--- src/rtl/motion_pkg.sv ---
// Shared types, constants and helpers for the motion-detect pipeline.
package motion_pkg;

  localparam int unsigned PIXEL_W = 8;
  localparam int unsigned RGB_W   = 24;

  localparam logic [PIXEL_W-1:0] MASK_ON  = 8'hFF;
  localparam logic [PIXEL_W-1:0] MASK_OFF = 8'h00;

  // Default frame geometry and motion threshold
  localparam int unsigned DEF_WIDTH     = 768;
  localparam int unsigned DEF_HEIGHT    = 576;
  localparam int unsigned DEF_THRESHOLD = 50;

  // Output register occupancy
  typedef enum logic {
    ST_EMPTY = 1'b0,
    ST_FULL  = 1'b1
  } fill_state_e;

  // |a - b| via a 9-bit signed subtract; the result always fits in 8 bits
  function automatic logic [PIXEL_W-1:0] abs_diff8(input logic [PIXEL_W-1:0] a,
                                                   input logic [PIXEL_W-1:0] b);
    logic [PIXEL_W:0] d;
    d = {1'b0, a} - {1'b0, b};
    return d[PIXEL_W] ? PIXEL_W'(-d) : PIXEL_W'(d);
  endfunction

endpackage

--- src/rtl/motion_subtract.sv ---
// Background subtraction: pops one gray pixel from the background and frame
// FIFOs together, thresholds |frame - bg| into a 0xFF/0x00 mask pixel and
// pushes it to the mask FIFO at up to one pixel per cycle.
//
// Ports:
//   clock, reset              rising-edge clock, synchronous active-high reset
//   bg_empty/bg_dout          background FIFO (FWFT), popped with bg_rd_en
//   frame_empty/frame_dout    frame FIFO (FWFT), popped with frame_rd_en
//   mask_full                 mask FIFO full
//   mask_wr_en/mask_din       mask FIFO push and data
//   frame_done                pulses on the push of the last pixel of a frame
module motion_subtract
  import motion_pkg::*;
#(
  parameter int unsigned WIDTH     = DEF_WIDTH,
  parameter int unsigned HEIGHT    = DEF_HEIGHT,
  parameter int unsigned THRESHOLD = DEF_THRESHOLD
) (
  input  logic               clock,
  input  logic               reset,
  input  logic               bg_empty,
  input  logic [PIXEL_W-1:0] bg_dout,
  output logic               bg_rd_en,
  input  logic               frame_empty,
  input  logic [PIXEL_W-1:0] frame_dout,
  output logic               frame_rd_en,
  input  logic               mask_full,
  output logic               mask_wr_en,
  output logic [PIXEL_W-1:0] mask_din,
  output logic               frame_done
);

  localparam int unsigned NPIX  = WIDTH * HEIGHT;
  localparam int unsigned CNT_W = (NPIX > 1) ? $clog2(NPIX) : 1;

  fill_state_e        state_q, state_d;
  logic [PIXEL_W-1:0] data_q, data_d;
  logic [CNT_W-1:0]   cnt_q, cnt_d;

  logic               out_valid;
  logic               take;
  logic               push;
  logic               last;
  logic [PIXEL_W-1:0] diff;

  assign out_valid = (state_q == ST_FULL);

  // Output register, pixel counter and occupancy state
  always_ff @(posedge clock) begin
    if (reset) begin
      state_q <= ST_EMPTY;
      data_q  <= '0;
      cnt_q   <= '0;
    end else begin
      state_q <= state_d;
      data_q  <= data_d;
      cnt_q   <= cnt_d;
    end
  end

  // Handshake, threshold and next-state logic. Pops and pushes are masked
  // during reset so a pending pixel is dropped and the FIFOs are untouched.
  always_comb begin
    state_d = state_q;
    data_d  = data_q;
    cnt_d   = cnt_q;
    push    = out_valid && !mask_full && !reset;
    take    = !bg_empty && !frame_empty && (!out_valid || !mask_full) && !reset;
    last    = (cnt_q == CNT_W'(NPIX - 1));
    diff    = abs_diff8(frame_dout, bg_dout);

    if (push) begin
      cnt_d = last ? '0 : cnt_q + CNT_W'(1);
    end

    if (take) begin
      data_d  = (32'(diff) > THRESHOLD) ? MASK_ON : MASK_OFF;
      state_d = ST_FULL;
    end else if (push) begin
      state_d = ST_EMPTY;
    end
  end

  assign bg_rd_en    = take;
  assign frame_rd_en = take;
  assign mask_wr_en  = push;
  assign mask_din    = data_q;
  assign frame_done  = push && last;

endmodule

--- config.mk ---
export PLATFORM = sky130hd
export DESIGN_NAME = motion_subtract
export DESIGN_NICKNAME = d
export VERILOG_FILES = /design/src/rtl/motion_pkg.sv /design/src/rtl/motion_subtract.sv
export SDC_FILE = /design/constraint.sdc
export NUM_CORES = 1
export LEC_CHECK = 0
export CAP_MARGIN = 25
export CORE_ASPECT_RATIO = 1.75
export CORE_UTILIZATION = 35
export CTS_CLUSTER_SIZE = 25
export DETAILED_ROUTE_END_ITERATION = 6
export PLACE_DENSITY = 0.58
export REMOVE_ABC_BUFFERS = 1
export SLEW_MARGIN = 15
export SYNTH_ARGS = -nofsm -noshare
export SYNTH_HDL_FRONTEND = slang
export SYNTH_SLANG_ARGS = --single-unit
export TNS_END_PERCENT = 5
--- constraint.sdc ---
create_clock -name clock -period 4.5 [get_ports clock]
set_input_delay 1.125 -clock clock [delete_from_list [all_inputs] [get_ports clock]]
set_output_delay 1.125 -clock clock [all_outputs]
set_load 0.02 [all_outputs]
* Word-level counts from Yosys, hierarchy flattened
Index checks and enable logic that the tools add are counted.
** Word-level totals
- Register bits after elaboration :: 28
- Input bits :: 21
- Output and inout port bits :: 12
- Word-level logic and storage cells :: 26
** Cells by class
- Add/sub/neg operators :: 3
- Order comparisons :: 1
- Equality and inequality tests :: 1
- Multiplexer cells :: 5
- Reduce and logical (&&, ||, !) cells :: 13
** Operators with widths (number)
- adder 19 x 1 -> 19 bit, second input constant :: 1
- == test 19 bit, second input constant :: 1
- 2-to-1 mux 19 bit :: 1
- 2-to-1 mux 8 bit :: 2
- subtractor 8 x 8 -> 9 bit :: 1
- > comparator 8 x 6 -> 1 bit, second input constant :: 1
- negation 8 bit :: 1
- logical AND 1 bit :: 6
- logical NOT 1 bit :: 5
- 2-to-1 mux 1 bit :: 2
- nonzero test 2 bit :: 1
- logical OR 1 bit :: 1

* Longest topological paths before layout
Gate-level depths: netlist (run 1).
- Depth after elaboration :: 5
- Mapped depth :: 12
- Gate-level depth less buffers :: 12

* Least setup slack after synthesis (run 1)
No wires, ideal clock.
- Kind :: input to output
- From :: input port reset
- To :: output port frame_rd_en
- Arrival :: 3.005 ns
- Data required time :: 3.375 ns
- Path slack :: 0.370 ns
- Cell stages on the path :: 3
- Path buffers :: 2
- Path through :: clkbuf_1 -> a2111oi_0 -> buf_4
** Between the ends
- Longest elaborated chain between the ends :: 2
** RTL lines
- start, declared :: line motion_subtract.sv:20 : input logic reset,
- logical NOT 1 bit :: line motion_subtract.sv:68 : take = !bg_empty && !frame_empty && (!out_valid || !mask_full) && !reset;
- logical AND 1 bit :: line motion_subtract.sv:68
- end, declared :: line motion_subtract.sv:26 : output logic frame_rd_en,
No other way between the ends.

* Worst setup path after layout (run 1)
- From :: input port reset
- To :: output port frame_done
** Between the ends
- Longest elaborated chain between the ends :: 3
** RTL lines
- logical NOT 1 bit :: line motion_subtract.sv:67 : push = out_valid && !mask_full && !reset;
- logical AND 1 bit :: line motion_subtract.sv:67
- logical AND 1 bit :: line motion_subtract.sv:88 : assign frame_done = push && last;
- end, declared :: line motion_subtract.sv:30 : output logic frame_done
No other way between the ends.

==> results of run 1 <==
==> synthesized netlist by cell type, types with 2 or more instances <==
| master | number |
|---|---|
| a21o_1 | 2 |
| a21oi_1 | 6 |
| a31oi_1 | 5 |
| and3_1 | 6 |
| and4b_1 | 2 |
| buf_2 | 2 |
| buf_4 | 8 |
| dfxtp_1 | 21 |
| ha_1 | 11 |
| inv_1 | 13 |
| mux2i_1 | 2 |
| nand2_1 | 15 |
| nand2b_1 | 2 |
| nand3_1 | 6 |
| nand3b_1 | 2 |
| nand4_1 | 6 |
| nor2_1 | 31 |
| nor2b_1 | 2 |
| nor3_1 | 4 |
| o21ai_0 | 3 |
| or2_1 | 2 |
| xnor2_1 | 6 |
| xor2_1 | 17 |
==> state kept, by name, summed over array words and instances, names as in the netlist <==
register   count
cnt_q         19
mask_din       1
out_valid      1
==> layer usage <==
layer / vias to the layer above / global-route usage [%] / part of all wire, %
li1: 725 / - / -
met1: 631 / 14.3 / 37
met2: 35 / 31.1 / 59
met3: 4 / 0.503 / 2.0
met4: 0 / 5.92 / 1.5
met5: - / 0 / 0
==> worst register-to-register path: cells and delay by family (launching register included) <==
kind / cells / cell delay (ns)
flops: 1 / 0.39
simple gates: 7 / 1.57
==> where the power goes <==
group	internal [mW]	switching, mW	leakage, nW
logic	0.0810	0.0835	0.595
clock network	0.0616	0.0605	0.0255
registers	0.187	0.00267	0.170
total	0.330	0.147	0.790
==> kinds of logic (layout without fill, tap and decap cells) <==
kind of cell / after synthesis / count (layout) / share of synthesized area, %
xor gates and xnor gates: 25 / 25 / 15.4
and+or+nand+nor: 84 / 84 / 26.0
DFF: 21 / 21 / 26.4
muxes: 2 / 2 / 1.26
AOI/OAI and AO/OA: 28 / 28 / 13.2
adders and majority gates: 12 / 12 / 9.91
buffers and inverters: 24 / 51 / 7.71
==> area by class of cell <==
class | count | area, um^2 | share of cell area (%)
Multi-Input combinational cell | 151 | 1050 | 53.4
Inverter | 13 | 48.8 | 2.49
Clock inverter | 1 | 5.00 | 0.255
Tap cell | 51 | 63.8 | 3.25
Clock buffer | 3 | 41.3 | 2.10
Sequential cell | 21 | 420 | 21.4
Timing Repair Buffer | 34 | 335 | 17.1
==> metrics by stage <==
step	cells	hold WS [ns]	cell area [um^2]
after floorplan	185	0.448	1520
after global placement	270	0.484	1920
after detailed placement	270	0.484	1920
after CTS	274	0.498	1960
after global routing	274	0.542	1960
final	274	0.507	1960
==> worst paths after layout <==
path / cells after the start / to / start / slack [ns]
min reg2reg: 2 / cnt_q[10] / cnt_q[10] / 0.51
min: 2 / cnt_q[10] / cnt_q[10] / 0.51
max reg2reg: 7 / cnt_q[17] / cnt_q[6] / 2.41
max: 5 / frame_done / reset / 0.46
==> impl_results.md, run 1 <==
- Outcome: finished, final reports clean
- Commonest non-fill, non-tap cells in the layout: clkdlybuf4s50_1, nor2_1, dfxtp_1
- Fin. max-slew vios: 0
- Sink Count: 21
- Fillcell total: 431
- Fin. Hold Viols: 0
- Chip height: 91.2 um
- Max H-tree Level: 1
- Min cycle time layout: 4.04 ns
- Proportion of layout cells with a drive suffix above 1: 5.38%
- Clk slew on worst S/H paths: 0.08 ns
- Ys flop type: dfxtp_1
- Skew final: 0.00153 ns
- First drt pass iteration count: 4
- Hold WC Path Type: register to register
- Layout Nets: 257
- Cell taking the most area after synthesis: dfxtp_1
- Crit-path cells: clkdlybuf4s50_1 > nor2_1 > nand3_1 > nor3_1 > clkdlybuf4s50_1
- Worst setup EP type: output pin
- Final core utilization: 45.0%
- CTS tree: yes
- Vias in the first global route: 1410
- Pin count of the biggest net entering global routing: 16
- Total grt overflow: 0
- Post-synth top area share: 26.4%
- Cell mode on critical path: clkdlybuf4s50_1
- Commonest non-fill, non-tap cell in the layout: clkdlybuf4s50_1
- Ranking of synthesized cells by area: dfxtp_1, xor2_1, ha_1, nor2_1, buf_4
- # DRC: 0
- Synthesized cell area: 0.00159 mm^2
- RSZ-0062 raised after global routing: no
- Initial antenna violation count: 0
- Worst slew margin: 62.9%
- VDD IR max: 0.170 mV
- GPL Wtd Cong: 0.732
- Final setup margin: 0.460 ns
- Slowest-stage cell, CP: clkdlybuf4s50_1
- MaxCap Viol Count: 0
- PwrDens: 243 mW/mm^2
- CP peak stage delay: 0.64 ns
- Final ANT Viol Nets: 0
- WL per Instance: 11.3 um
- Setup CP Type: primary input to output pin
- I/O Buffers: 32
- Clock root buffer: clkbuf_8
- Pin slew with the least headroom to its limit: 0.557 ns
- Synth-to-Final Area Change: 23.4%
- DR iter-0 viols: 14
- P_leak: 0.790 nW
- Worst EP arrival: 2.91 ns
- CP max FO: 9
- Setup Buffers After CTS: 0
- Sequential area share after synthesis: 26.4%
- Die W: 53.0 um
- Overall Power: 0.477 mW
- CP bufs+invs: 2
- Post-CTS sizing: 0
- Type of origin of the critical path: primary input
- Final setup violation count: 0
- Syn. warnings: 0
- Achievable Freq: 248 MHz
- Post-synth EDFFs: 0
- Final period util: 89.8%
- CP required: 3.38 ns
- TritonCTS buffer count: 3
- Row count: 32
- N_diodes: 0
- Setup TNS: 0 ns
- Total Routing Usage GR: 15.2%
- First-pass GRT wire length: 5640 um
- Mean post-synth cell area: 8.11 um^2
- Synth Instances: 196
- Core Footprint: 0.00436 mm^2
- Die area: 0.00483 mm^2
- Yosys cell types: 45
- Setup WS pre-CTS: 0.439 ns
- Top delay family on crit path: buffers and inverters
- # IOs: 33
- Hold buffers post-CTS: 0
- Hpwl dp: 2560 um
- Ys async rst share: 0%
- Vias per inst: 5.09
- Initial Util: 36.4%
- Vias: 1395
- Post-Route WL: 3100 um
- CTS max path bufs: 2
- Synth Register Bits: 21
- Clk_lat worst skew: 0.26 ns
Note: power is estimated with default switching activity, not from simulation.
==> run 2, diff against run 1 <==
--- a/config.mk
+++ b/config.mk
@@ -12,7 +12,7 @@
 export DETAILED_ROUTE_END_ITERATION = 6
 export PLACE_DENSITY = 0.58
 export REMOVE_ABC_BUFFERS = 1
-export SLEW_MARGIN = 15
+export SLEW_MARGIN = 20
 export SYNTH_ARGS = -nofsm -noshare
 export SYNTH_HDL_FRONTEND = slang
 export SYNTH_SLANG_ARGS = --single-unit
==> results of run 2 <==
No change in the layout: final DEF, timing and power equal those of run 1.
==> run 3, diff against run 2 <==
--- a/config.mk
+++ b/config.mk
@@ -5,15 +5,16 @@
 export SDC_FILE = /design/constraint.sdc
 export NUM_CORES = 1
 export LEC_CHECK = 0
+export ABC_AREA = 1
 export CAP_MARGIN = 25
 export CORE_ASPECT_RATIO = 1.75
 export CORE_UTILIZATION = 35
 export CTS_CLUSTER_SIZE = 25
 export DETAILED_ROUTE_END_ITERATION = 6
-export PLACE_DENSITY = 0.58
+export PLACE_DENSITY = 0.57
 export REMOVE_ABC_BUFFERS = 1
 export SLEW_MARGIN = 20
 export SYNTH_ARGS = -nofsm -noshare
 export SYNTH_HDL_FRONTEND = slang
 export SYNTH_SLANG_ARGS = --single-unit
-export TNS_END_PERCENT = 5
+export TNS_END_PERCENT = 30
==> run 3 against run 2 <==
Effect of this change:
- critical path depth up 3
- combinational power down 9%
- utilization is 1.4 points lower
- critical path type unchanged
- fmax decreased by 2.9%
- setup slack worse by 0.12 ns
- critical endpoint unchanged
- hold slack got worse by 0.016 ns
==> impl_results.md, run 3 <==
- Outcome: finished, final reports clean
- Setup Buffers After CTS: 0
- # IOs: 33
- Yosys cell types: 34
- CP required: 3.38 ns
- Number of flip-flops in the largest register: 19
- Sink Count: 21
- Clock root buffer: clkbuf_8
- CTS tree: yes
- Worst setup EP type: output pin
- Worst slew margin: 78.5%
- First-pass GRT wire length: 6700 um
- Setup TNS: 0 ns
- Post-CTS sizing: 0
- Fin. max-slew vios: 0
- Fin. Hold Viols: 0
- Skew final: 0.00366 ns
- Commonest non-fill, non-tap cells in the layout: nand2_1, inv_1, clkdlybuf4s50_1
- Cell taking the most area after synthesis: dfxtp_1
- # DRC: 0
- Ys async rst share: 0%
- I/O Buffers: 32
- Hpwl dp: 3190 um
- Setup WS pre-CTS: 0.334 ns
- Die area: 0.00539 mm^2
- Final setup violation count: 0
- Post-synth EDFFs: 0
- CP bufs+invs: 3
- Pin count of the biggest net entering global routing: 12
- Chip height: 96.4 um
- Total grt overflow: 0
- Switching power: 0.147 mW
- Vias in the first global route: 1677
- Synth Instances: 273
- Sequential area share after synthesis: 23.6%
- RSZ-0062 raised after global routing: no
- CTS max path bufs: 2
- Crit-path cells: clkdlybuf4s50_1 > nor2_4 > nand2_4 > nor3_2 > inv_2 > nor3_4 > and3_1 > clkdlybuf4s50_1
- PwrDens: 217 mW/mm^2
- Commonest non-fill, non-tap cell in the layout: nand2_1
- Final ANT Viol Nets: 0
- Clk_lat worst skew: 0.26 ns
- Vias per inst: 4.82
- MaxCap Viol Count: 0
- Pin slew with the least headroom to its limit: 0.322 ns
- DR iter-0 viols: 40
- Combinational Power Share: 32.1%
- Max H-tree Level: 1
- First drt pass iteration count: 6
- Top delay family on crit path: buffers and inverters
- Vias: 1712
- Post-Route WL: 3750 um
- Synth Register Bits: 21
- Post-synth top area share: 23.6%
- Synthesized cell area: 0.00178 mm^2
- Setup CP Type: primary input to output pin
- Reg with most FFs: cnt_q
- Clk slew on worst S/H paths: 0.08 ns
- Final setup margin: 0.341 ns
- Proportion of layout cells with a drive suffix above 1: 7.31%
- Type of origin of the critical path: primary input
- CP max FO: 6
- TritonCTS buffer count: 3
- Synth-to-Final Area Change: 20.7%
- Core Footprint: 0.00493 mm^2
- Cell mode on critical path: clkdlybuf4s50_1
- Pint: 0.319 mW
- Hold WC Path Type: register to register
- Die W: 55.9 um
- Mean post-synth cell area: 6.52 um^2
- WL per Instance: 10.6 um
- Layout Nets: 335
- Initial Util: 36.1%
- Ranking of synthesized cells by area: dfxtp_1, nand2_1, inv_1, ha_1, nor2_1
- Slowest-stage cell, CP: clkdlybuf4s50_1
- Worst EP arrival: 3.03 ns
- Synth top cells by count: nand2_1, inv_1, nor2_1, dfxtp_1, nand3_1
- Hold buffers post-CTS: 0
- Top-count cell post-synth: nand2_1
- Ys flop type: dfxtp_1
- Min cycle time layout: 4.16 ns
- Achievable Freq: 240 MHz
- Clk pwr share: 27.2%
- Final period util: 92.4%
- Initial antenna violation count: 0
- Flop pwr share: 40.7%
- CP peak stage delay: 0.59 ns
- Syn. warnings: 0
- Sw Ratio: 31.6%
- Row count: 34
- VDD IR max: 0.193 mV
- Fin Hold WS: 0.491 ns
- N_diodes: 0
- GPL Wtd Cong: 0.831
- Total Routing Usage GR: 15.6%
- P_leak: 0.939 nW
[run 3: changes by cell type in the layout (fill, tap and decap cells not counted), moves of 5 or more]
| cell | change |
|---|---|
| xor2_1 | -13 |
| a21oi_1 | +9 |
| nor2_1 | -8 |
| nand2_1 | +55 |
| and3_1 | -5 |
| nand3_1 | +11 |
| inv_1 | +33 |
| nor3_1 | +7 |
| nor3_2 | +7 |
[run 3: power groups by stage]
stage	Combinational, mW	Sequential [mW]	Clock, mW
finish	0.150	0.189	0.127
global route	0.171	0.190	0.136
CTS	0.152	0.189	0.130
detailed placement	0.152	0.194	0
global placement	0.150	0.194	0
floorplan	0.0908	0.202	0
[run 3: through the flow]
stage / power (mW) / instance area [um^2] / instances / utilization [%]
6_report: 0.466 / 2150 / 355 / 43.6
5_1_grt: 0.497 / 2150 / 355 / 43.6
4_1_cts: 0.471 / 2150 / 355 / 43.6
3_5_place_dp: 0.346 / 2100 / 351 / 42.6
3_3_place_gp: 0.344 / 2100 / 351 / 42.6
2_1_floorplan: 0.293 / 1710 / 264 / -
[run 3: final timing paths]
| path | start | end | slack, ns | cells past startpoint |
|---|---|---|---|---|
| max | mask_full | frame_done | 0.34 | 8 |
| min | cnt_q[11] | cnt_q[11] | 0.49 | 2 |
| max reg2reg | cnt_q[0] | cnt_q[14] | 2.68 | 10 |
| min reg2reg | cnt_q[11] | cnt_q[11] | 0.49 | 2 |
[run 3: area by class of cell]
type,instances,area [um^2]
multi-input cells,192,1090
inverters,51,196
flip-flops and latches,21,420
well taps,54,67.6
fillers,530,2790
clock buffers,4,45.0
repair buffers,33,328
[run 3: kinds of logic after synthesis]
family,count (synthesis),synth area share (%)
AO/OA/AOI/OAI,28,9.91
XOR/XNOR,6,2.95
adder cells (fa/ha/maj),12,8.85
buffers and inverters,60,15.0
flip-flops,21,23.6
AND/OR/NAND/NOR,146,39.6
[run 3: worst reg2reg max path, cell delays in order, from the launching register on]
cell and delay, ns:
dfxtp_1 0.38, ha_1 0.22, nand4_1 0.12, nor3_2 0.14, inv_2 0.07, nor3_4 0.19
inv_2 0.09, o21ai_4 0.29, inv_2 0.09, o21ai_0 0.08, a21oi_1 0.05
[run 3: per-layer routing]
layer | wire, um | global-route usage [%]
met4 | 95 | 7.32
met2 | 2210 | 34.1
met3 | 52 | 0.806
met5 | 0 | 0
met1 | 1390 | 14.1
